<file path="src/rtl/clap_seq_ctrl_if.sv">
// Requester and detector signal bundle for clap_seq_ctrl.
// slave = sequencer view, master = requesters plus detector view.
interface clap_seq_ctrl_if #(
    parameter int N_REQ = 4
);
    logic [N_REQ-1:0] req;
    logic [N_REQ-1:0] req_din;
    logic [N_REQ-1:0] gnt;
    logic [N_REQ-1:0] done;
    logic             result;
    logic             en;
    logic             din_rvs;
    logic             flag;

    modport slave (
        input  req, req_din, flag,
        output gnt, done, result, en, din_rvs
    );

    modport master (
        output req, req_din, flag,
        input  gnt, done, result, en, din_rvs
    );
endinterface

</file>
<file path="src/rtl/clap_seq_ctrl.sv">
// clap_seq_ctrl: round-robin sequencer sharing one clap_delay flag detector among N_REQ requesters.
// Optional macro CLAP_SEQ_FLAG_SYNC_EN: 2-flop flag synchronizer, WAIT count grows to LAT+1.
module clap_seq_ctrl #(
    parameter int N_REQ = 4,
    parameter int LAT   = 2
) (
    input  logic           clk,
    input  logic           rst_n,
    clap_seq_ctrl_if.slave bus
);

    localparam int IDX_W = $clog2(N_REQ);
`ifdef CLAP_SEQ_FLAG_SYNC_EN
    localparam int CNT_LOAD = LAT + 1;
    localparam int CNT_W    = $clog2(LAT + 2);
`else
    localparam int CNT_LOAD = LAT - 1;
    localparam int CNT_W    = $clog2(LAT + 1);
`endif

    typedef enum logic [2:0] {
        S_IDLE,
        S_SETUP,
        S_ARM,
        S_WAIT,
        S_RESP
    } state_t;

    state_t           state_q,   state_d;
    logic [IDX_W-1:0] ptr_q,     ptr_d;
    logic [IDX_W-1:0] idx_q,     idx_d;
    logic             din_lat_q, din_lat_d;
    logic [CNT_W-1:0] cnt_q,     cnt_d;
    logic [N_REQ-1:0] gnt_q,     gnt_d;
    logic [N_REQ-1:0] done_q,    done_d;
    logic             result_q,  result_d;
    logic             en_q,      en_d;
    logic             din_rvs_q, din_rvs_d;

    logic             flag_use;

`ifdef CLAP_SEQ_FLAG_SYNC_EN
    logic flag_s1_q;
    logic flag_s2_q;

    always_ff @(posedge clk or negedge rst_n) begin
        if (!rst_n) begin
            flag_s1_q <= 1'b0;
            flag_s2_q <= 1'b0;
        end else begin
            flag_s1_q <= bus.flag;
            flag_s2_q <= flag_s1_q;
        end
    end

    assign flag_use = flag_s2_q;
`else
    assign flag_use = bus.flag;
`endif

    // Round-robin pick: first set request strictly after ptr, wrapping modulo N_REQ.
    logic             found;
    logic [IDX_W-1:0] sel;
    logic [IDX_W:0]   pos;
    logic [IDX_W-1:0] cand;

    always_comb begin
        found = 1'b0;
        sel   = '0;
        pos   = '0;
        cand  = '0;
        for (int i = 1; i <= N_REQ; i++) begin
            pos = {1'b0, ptr_q} + (IDX_W + 1)'(i);
            if (pos >= (IDX_W + 1)'(N_REQ)) begin
                pos = pos - (IDX_W + 1)'(N_REQ);
            end
            cand = pos[IDX_W-1:0];
            if (!found && bus.req[cand]) begin
                found = 1'b1;
                sel   = cand;
            end
        end
    end

    always_comb begin
        state_d   = state_q;
        ptr_d     = ptr_q;
        idx_d     = idx_q;
        din_lat_d = din_lat_q;
        cnt_d     = cnt_q;
        gnt_d     = gnt_q;
        done_d    = done_q;
        result_d  = result_q;
        en_d      = en_q;
        din_rvs_d = din_rvs_q;

        unique case (state_q)
            S_IDLE: begin
                en_d      = 1'b0;
                din_rvs_d = 1'b1;
                if (found) begin
                    idx_d     = sel;
                    din_lat_d = bus.req_din[sel];
                    gnt_d     = N_REQ'(1) << sel;
                    state_d   = S_SETUP;
                end
            end
            // Data moves a full cycle ahead of en so the detector never races them.
            S_SETUP: begin
                din_rvs_d = din_lat_q;
                state_d   = S_ARM;
            end
            S_ARM: begin
                en_d    = 1'b1;
                cnt_d   = CNT_W'(CNT_LOAD);
                state_d = S_WAIT;
            end
            S_WAIT: begin
                if (cnt_q != '0) begin
                    cnt_d = cnt_q - CNT_W'(1);
                end else begin
                    result_d = flag_use;
                    done_d   = N_REQ'(1) << idx_q;
                    state_d  = S_RESP;
                end
            end
            S_RESP: begin
                en_d      = 1'b0;
                din_rvs_d = 1'b1;
                gnt_d     = '0;
                done_d    = '0;
                ptr_d     = idx_q;
                state_d   = S_IDLE;
            end
            default: begin
                state_d = S_IDLE;
            end
        endcase
    end

    always_ff @(posedge clk or negedge rst_n) begin
        if (!rst_n) begin
            state_q   <= S_IDLE;
            ptr_q     <= IDX_W'(N_REQ - 1);
            idx_q     <= '0;
            din_lat_q <= 1'b0;
            cnt_q     <= '0;
            gnt_q     <= '0;
            done_q    <= '0;
            result_q  <= 1'b0;
            en_q      <= 1'b0;
            din_rvs_q <= 1'b1;
        end else begin
            state_q   <= state_d;
            ptr_q     <= ptr_d;
            idx_q     <= idx_d;
            din_lat_q <= din_lat_d;
            cnt_q     <= cnt_d;
            gnt_q     <= gnt_d;
            done_q    <= done_d;
            result_q  <= result_d;
            en_q      <= en_d;
            din_rvs_q <= din_rvs_d;
        end
    end

    assign bus.gnt     = gnt_q;
    assign bus.done    = done_q;
    assign bus.result  = result_q;
    assign bus.en      = en_q;
    assign bus.din_rvs = din_rvs_q;

endmodule

</file>
<file path="src/flat_wrapper.sv">
// flat-port wrapper written by rule: the top's interface ports become plain ports
module clap_seq_ctrl_flat 
#(
    parameter int N_REQ = 4,
    parameter int LAT   = 2
)
  (clk, rst_n, bus_req, bus_req_din, bus_flag, bus_gnt, bus_done, bus_result, bus_en, bus_din_rvs);
  clap_seq_ctrl_if #(.N_REQ(N_REQ)) bus_i ();
  input  logic clk;
  input  logic rst_n;
  input wire logic [$bits(bus_i.req)-1:0] bus_req;
  input wire logic [$bits(bus_i.req_din)-1:0] bus_req_din;
  input wire logic [$bits(bus_i.flag)-1:0] bus_flag;
  output wire logic [$bits(bus_i.gnt)-1:0] bus_gnt;
  output wire logic [$bits(bus_i.done)-1:0] bus_done;
  output wire logic [$bits(bus_i.result)-1:0] bus_result;
  output wire logic [$bits(bus_i.en)-1:0] bus_en;
  output wire logic [$bits(bus_i.din_rvs)-1:0] bus_din_rvs;
  assign bus_i.req = bus_req;
  assign bus_i.req_din = bus_req_din;
  assign bus_i.flag = bus_flag;
  assign bus_gnt = bus_i.gnt;
  assign bus_done = bus_i.done;
  assign bus_result = bus_i.result;
  assign bus_en = bus_i.en;
  assign bus_din_rvs = bus_i.din_rvs;
  clap_seq_ctrl #(.N_REQ(N_REQ), .LAT(LAT)) u_core (.clk(clk), .rst_n(rst_n), .bus(bus_i));
endmodule
</file>
<file path="config.mk">
export PLATFORM = sky130hd
export DESIGN_NAME = clap_seq_ctrl_flat
export DESIGN_NICKNAME = d
export VERILOG_FILES = /design/src/rtl/clap_seq_ctrl_if.sv /design/src/rtl/clap_seq_ctrl.sv /design/src/flat_wrapper.sv
export SDC_FILE = /design/constraint.sdc
export NUM_CORES = 1
export LEC_CHECK = 0
export ABC_AREA = 1
export CAP_MARGIN = 15
export CORE_UTILIZATION = 52
export DETAILED_ROUTE_END_ITERATION = 7
export PLACE_DENSITY = 0.87
export SLEW_MARGIN = 30
export SYNTH_ARGS = -nofsm -noshare
export SYNTH_HDL_FRONTEND = slang
export SYNTH_SLANG_ARGS = --single-unit
</file>
<file path="constraint.sdc">
create_clock -name clk -period 2.11 [get_ports clk]
set_input_delay 0.211 -clock clk [delete_from_list [all_inputs] [get_ports clk]]
set_output_delay 0.211 -clock clk [all_outputs]
set_load 0.02 [all_outputs]
</file>
==> flow_metrics.env, run 1 <==
export IMPL_cts_buffers=3
export IMPL_yosysWarnings=0
export IMPL_dp_final_hpwl_um=2100
export IMPL_via_per_inst=5.33
export IMPL_whs_ns=0.217
export IMPL_synth_area_leader_cell="dfrtp_1"
export IMPL_crit_path_end_kind="register"
export IMPL_use_met1_pct=30.6
export IMPL_grt_max_degree=22
export IMPL_final_layout_size_suffix_gt1_share_pct=22.2
export IMPL_met2_usage_pct=43.4
export IMPL_hold_viol_final=0
export IMPL_drt_iter0_markers=34
export IMPL_fin_skew_ns=0.00237
export IMPL_critPathKind="reg -> reg"
export IMPL_drv_cap=0
export IMPL_grt_usage_pct=25.2
export IMPL_routed_wl_um=2700
export IMPL_antenna_found_initial=0
export IMPL_startpoint_type="register"
export IMPL_synth_area_leaders="dfrtp_1 (36%), nand2_1 (12%), nand2_2 (8.0%)"
export IMPL_slowest_stage="dfstp_2"
export IMPL_grt_pass1_vias=1199
export IMPL_cts_root_buf="clkbuf_4"
export IMPL_fp_coreArea_um2=2250
export IMPL_worstMarginPinSlew_ns=0.343
export IMPL_period_needed_ns=1.89
export IMPL_yosys_top_cells_count="nand2_1 (39), inv_1 (23), dfrtp_1 (18)"
export IMPL_crit_family="simple AND/OR/NAND/NOR gates"
export IMPL_die_h_um=51.2
export IMPL_p_leak_nw=0.775
export IMPL_tns_ns=0
export IMPL_h_tree_depth=1
export IMPL_design_area_um2=1520
export IMPL_synthCells=161
export IMPL_hold_path_class="in -> async"
export IMPL_ys_types=29
export IMPL_top_usage_layer="met2"
export IMPL_yosysSeqAreaShare_pct=42.1
export IMPL_first_pass_iters=5
export IMPL_post_cts_setup_buffers=0
export IMPL_async_flop_share_pct=100
export IMPL_areaGrowthSynthToFinish_pct=21.1
export IMPL_cts_resized=0
export IMPL_drtAntennaViolNets=0
export IMPL_power_density_nw_per_um2=1630
export IMPL_cp_num_buf_inv=2
export IMPL_grt_pass1_wl_um=4910
export IMPL_gp_congestion=0.956
export IMPL_grt_overflow=0
export IMPL_yosysTopAreaCellShare_pct=35.8
export IMPL_ys_seq_elements=21
export IMPL_fin_util_pct=67.5
export IMPL_num_vias=1136
export IMPL_finalMaxSlewViolations=0
export IMPL_finalSetupViolations=0
export IMPL_vdd_drop_max_v=0.000938
export IMPL_clockBufferDepth=2
export IMPL_die_width_um=51.2
export IMPL_clk_latency_ns=0.31
export IMPL_cp_required_ns=2.33
export IMPL_diodes=0
export IMPL_postSynthAreaPerCell_um2=7.81
export IMPL_synth_nets=173
export IMPL_fmaxAchievable_mhz=528
export IMPL_rsz0062_at_grt="false"
export IMPL_relSlewSlack_pct=77.1
export IMPL_port_buffers=21
export IMPL_clk_pin_slew_ns=0.12
export IMPL_synth_most_common_cell="nand2_1"
export IMPL_cp_data_arrival_time_ns=2.11
export IMPL_die_area_um2=2620
export IMPL_power_mw=2.48
export IMPL_grtUsageMet3_pct=3.87
export IMPL_wire_per_inst_um=12.7
export IMPL_cts_sinks=21
export IMPL_synth_edf_count=0
export IMPL_cp_max_fo=11
export IMPL_nets=198
export IMPL_cts_tree="done"
export IMPL_drc=0
export IMPL_synthesis_area_um2=1260
export IMPL_initial_utilization_pct=55.8
export IMPL_status="complete, no violations"
export IMPL_rows=17
export IMPL_num_io_pins=22
export IMPL_dpl_cell_area_um2=1500
export IMPL_cts_hold_buf=0
export IMPL_synthFlopType="dfrtp_1"
export IMPL_crit_chain="inv_2, nand2_1, nand2_2, nand2_2, nand2_4, inv_2, nand3_2, nand3_2, nand2_1, o31ai_2"
export IMPL_period_share_pct=89.7
export IMPL_cp_slowest_stage_delay_ns=0.69
## area by class of cell
type	count	area, µm²
Timing Repair Buffer	23	225
Sequential cell	21	529
Multi-Input combinational cell	108	594
Inverter	29	111
Fill cell	189	732
Clock inverter	1	5.00
Clock buffer	3	22.5
Tap cell	28	35.0
## sequential cells by signal (all words and copies together), names as in the netlist, 2 cells and up
signal and flops:
u_core.bus.gnt 4, u_core.idx_q 2, u_core.cnt_q 2, u_core.state_q 3
u_core.ptr_q 2, u_core.bus.done 4
## power by group
group	switching [mW]	internal (mW)	leakage (nW)
clock	0.127	0.0709	0.0177
sequential	0.150	0.596	0.258
combinational	0.946	0.588	0.499
total	1.22	1.25	0.775
## worst reg2reg max path: stages (launching register included)
cell	delay (ns)
dfstp_2	0.69
inv_2	0.13
nand2_1	0.10
nand2_2	0.08
nand2_2	0.10
nand2_4	0.07
inv_2	0.06
nand3_2	0.12
nand3_2	0.13
nand2_1	0.10
o31ai_2	0.22
## kinds of logic (layout without fill, tap and decap cells)
kind of cell | Yosys count | after routing | share of synthesized area (%)
DFF | 21 | 21 | 42.1
AOI/OAI and AO/OA | 17 | 17 | 8.86
buffers and inverters | 32 | 56 | 10.6
adders and majority gates | 1 | 1 | 0.995
and+or+nand+nor | 90 | 90 | 37.4
## layout by cell type, fill, tap and decap left out, types with 2 or more instances in the layout
| master | netlist | layout |
|---|---|---|
| nor2_1 | 6 | 6 |
| o21ai_1 | 2 | 2 |
| nand3_1 | 12 | 12 |
| dfstp_2 | 3 | 3 |
| nand2_4 | 3 | 3 |
| o31ai_1 | 4 | 4 |
| clkdlybuf4s50_1 | 0 | 21 |
| nand3_2 | 2 | 2 |
| nor3_1 | 3 | 3 |
| clkbuf_4 | 0 | 3 |
| nand4_1 | 5 | 5 |
| o22ai_1 | 2 | 2 |
| inv_2 | 5 | 5 |
| dfrtp_1 | 18 | 18 |
| nand2_2 | 16 | 16 |
| buf_4 | 1 | 2 |
| o21ai_0 | 5 | 5 |
| inv_1 | 23 | 23 |
| nand2_1 | 39 | 39 |
## per-layer routing
layer	up-vias	wire length [µm]
met5	-	0
met4	0	55
met3	7	143
met2	42	1340
met1	527	1160
li1	560	-
## stage by stage
stage / setup WS (ns) / instances
floorplan: 0.511 / 161
CTS: 0.224 / 213
global route: 0.0478 / 213
finish: 0.217 / 213
global placement: 0.343 / 209
detailed placement: 0.249 / 209
## worst paths after layout
path	cells after the start	slack, ns	endpoint	from
worst max-delay path	10	0.22	u_core.bus.gnt[0]	u_core.ptr_q[0]
worst min-delay path	2	0.22	u_core.bus.gnt[3]	rst_n
worst max register to register	10	0.22	u_core.bus.gnt[0]	u_core.ptr_q[0]
worst min register to register	2	0.50	u_core.bus.din_rvs	u_core.bus.din_rvs
max in group asynchronous	2	1.62	u_core.ptr_q[1]	rst_n
min in group clk	3	0.44	u_core.bus.result	bus_flag
No activity file was read; power rests on OpenSTA's default activity.
==> run 2, diff against run 1 <==
SETUP_SLACK_MARGIN = 0.3   (was default)
==> run 2 against run 1 <==
  * Final area grew 11%
  * Critical path type unchanged
  * Clock-buffer cell count is the same
  * Worst hold slack gained 0.0044 ns
  * Maximum frequency grew 2.6%
  * Largest cell class unchanged
  * Via count grew 4.2%
  * Power grew 17%
  * Sequential power shrank 2%
  * Sequential share of layout area shrank 3.4 points
  * Flip-flop and latch count is the same
  * First-iteration DRC count grew 21%
  * Final cell count grew 4.2%
  * Critical path depth is the same
==> flow_metrics.env, run 2 (synthesized netlist as in run 1, its figures left out) <==
export IMPL_reg2reg_from="u_core.ptr_q[0]"
export IMPL_die_width_um=51.2
export IMPL_finalMaxSlewViolations=0
export IMPL_clk_latency_ns=0.31
export IMPL_fin_skew_ns=0.00327
export IMPL_gp_congestion=0.956
export IMPL_dp_final_hpwl_um=2100
export IMPL_cp_required_ns=2.34
export IMPL_drv_cap=0
export IMPL_finalSetupViolations=0
export IMPL_r2r_end="u_core.bus.gnt[0]"
export IMPL_areaGrowthSynthToFinish_pct=34.0
export IMPL_fin_util_pct=74.8
export IMPL_initial_utilization_pct=55.8
export IMPL_startpoint_type="register"
export IMPL_hold_viol_final=0
export IMPL_tns_ns=0
export IMPL_final_layout_size_suffix_gt1_share_pct=29.4
export IMPL_period_needed_ns=1.84
export IMPL_grt_max_degree=22
export IMPL_grt_pass1_wl_um=5020
export IMPL_wire_per_inst_um=14.1
export IMPL_fmaxAchievable_mhz=542
export IMPL_cp_data_arrival_time_ns=2.07
export IMPL_grt_pass1_vias=1227
export IMPL_final_cell_mix="nand2_1 (33), inv_1 (23), clkdlybuf4s50_1 (21)"
export IMPL_rows=17
export IMPL_die_area_um2=2620
export IMPL_cts_root_buf="clkbuf_4"
export IMPL_via_per_inst=5.33
export IMPL_worstMarginPinSlew_ns=0.373
export IMPL_first_pass_iters=4
export IMPL_relSlewSlack_pct=75.1
export IMPL_drtAntennaViolNets=0
export IMPL_clockBufferDepth=2
export IMPL_cts_tree="done"
export IMPL_cts_sinks=21
export IMPL_die_h_um=51.2
export IMPL_diodes=0
export IMPL_intPower_mw=1.45
export IMPL_clk_pin_slew_ns=0.12
export IMPL_vdd_drop_max_v=0.00103
export IMPL_antenna_found_initial=0
export IMPL_pwr_share_seq_pct=25.2
export IMPL_drc=0
export IMPL_period_share_pct=87.4
export IMPL_crit_path_end_kind="register"
export IMPL_nets=207
export IMPL_hold_path_class="in -> async"
export IMPL_p_sw_share_pct=49.8
export IMPL_h_tree_depth=1
export IMPL_grt_overflow=0
export IMPL_critPathKind="reg -> reg"
export IMPL_cp_max_fo=8
export IMPL_p_clk_share_pct=6.8
export IMPL_p_leak_nw=0.850
export IMPL_routed_wl_um=3130
export IMPL_whs_ns=0.222
export IMPL_rsz0062_at_grt="true"
export IMPL_num_vias=1184
export IMPL_port_buffers=21
export IMPL_power_density_nw_per_um2=1720
export IMPL_cts_buffers=3
export IMPL_num_io_pins=22
export IMPL_grt_usage_pct=25.7
export IMPL_p_switching_mw=1.44
export IMPL_fillers=154
export IMPL_r2r_slack_ns=0.27
export IMPL_fp_coreArea_um2=2250
export IMPL_pwr_share_comb_pct=68.0
export IMPL_drt_iter0_markers=41
export IMPL_layout_commonest_cell="nand2_1"
export IMPL_status="complete, no violations"
export IMPL_r2r_cells=10
export IMPL_cts_hold_buf=0
run 2: worst max-delay path by stage:
stage	slack [ns]	end	startpoint
detailed placement	0.25	u_core.bus.gnt[0]	u_core.ptr_q[0]
CTS	0.35	u_core.bus.gnt[0]	u_core.ptr_q[1]
global route	0.20	u_core.bus.gnt[0]	u_core.ptr_q[0]
global placement	0.34	u_core.bus.gnt[1]	bus_req[2]
floorplan	0.51	u_core.din_lat_q	u_core.ptr_q[1]
finish	0.27	u_core.bus.gnt[0]	u_core.ptr_q[0]
run 2: routing by layer:
| layer | GRT usage, % | share of wire (%) | vias to the layer above |
|---|---|---|---|
| li1 | - | - | 580 |
| met2 | 44.3 | 51 | 44 |
| met3 | 3.87 | 3.5 | 12 |
| met1 | 31.2 | 43 | 548 |
| met4 | 12.0 | 2.8 | 0 |
| met5 | 0 | 0 | - |
run 2: final cells by class:
class / count / area (µm²) / area share, %
multi-input combinational: 108 / 671 / 39.8
sequential: 21 / 529 / 31.4
timing repair buffer: 32 / 309 / 18.3
inverter: 29 / 114 / 6.76
tap: 28 / 35.0 / 2.08
clock buffer: 3 / 22.5 / 1.34
clock inverter: 1 / 5.00 / 0.297
run 2: power groups by stage:
stage | Sequential, mW | Combinational, mW | Clock (mW)
floorplan | 0.786 | 1.08 | 0
global placement | 0.742 | 1.45 | 0
detailed placement | 0.751 | 1.52 | 0
CTS | 0.727 | 1.60 | 0.202
global route | 0.751 | 2.15 | 0.216
finish | 0.730 | 1.97 | 0.198
run 2: metrics by stage:
stage	worst slack, ns	std cells	cell area [µm²]	power, mW
final	0.265	222	1690	2.90
after CTS	0.350	215	1550	2.53
after detailed placement	0.249	209	1500	2.28
after floorplan	0.511	161	1260	1.87
after global routing	0.199	222	1690	3.12
after global placement	0.343	209	1500	2.19
run 2: worst max-delay path: stages (launching register included):
cell,delay [ns]
dfstp_2,0.62
buf_12,0.14
nand2_2,0.06
nand2_4,0.11
nand2_4,0.07
nand2_4,0.09
nor2_4,0.05
nand2_4,0.12
nand3_4,0.12
buf_4,0.16
o31ai_4,0.24
run 2: what timing repair did:
action                                  4_1_cts  5_1_grt
endpoints found under the setup margin        6        7
gates resized for setup                       0       19
pin swaps                                     0        8
gates cloned                                  0        0
buffers inserted                              2        7
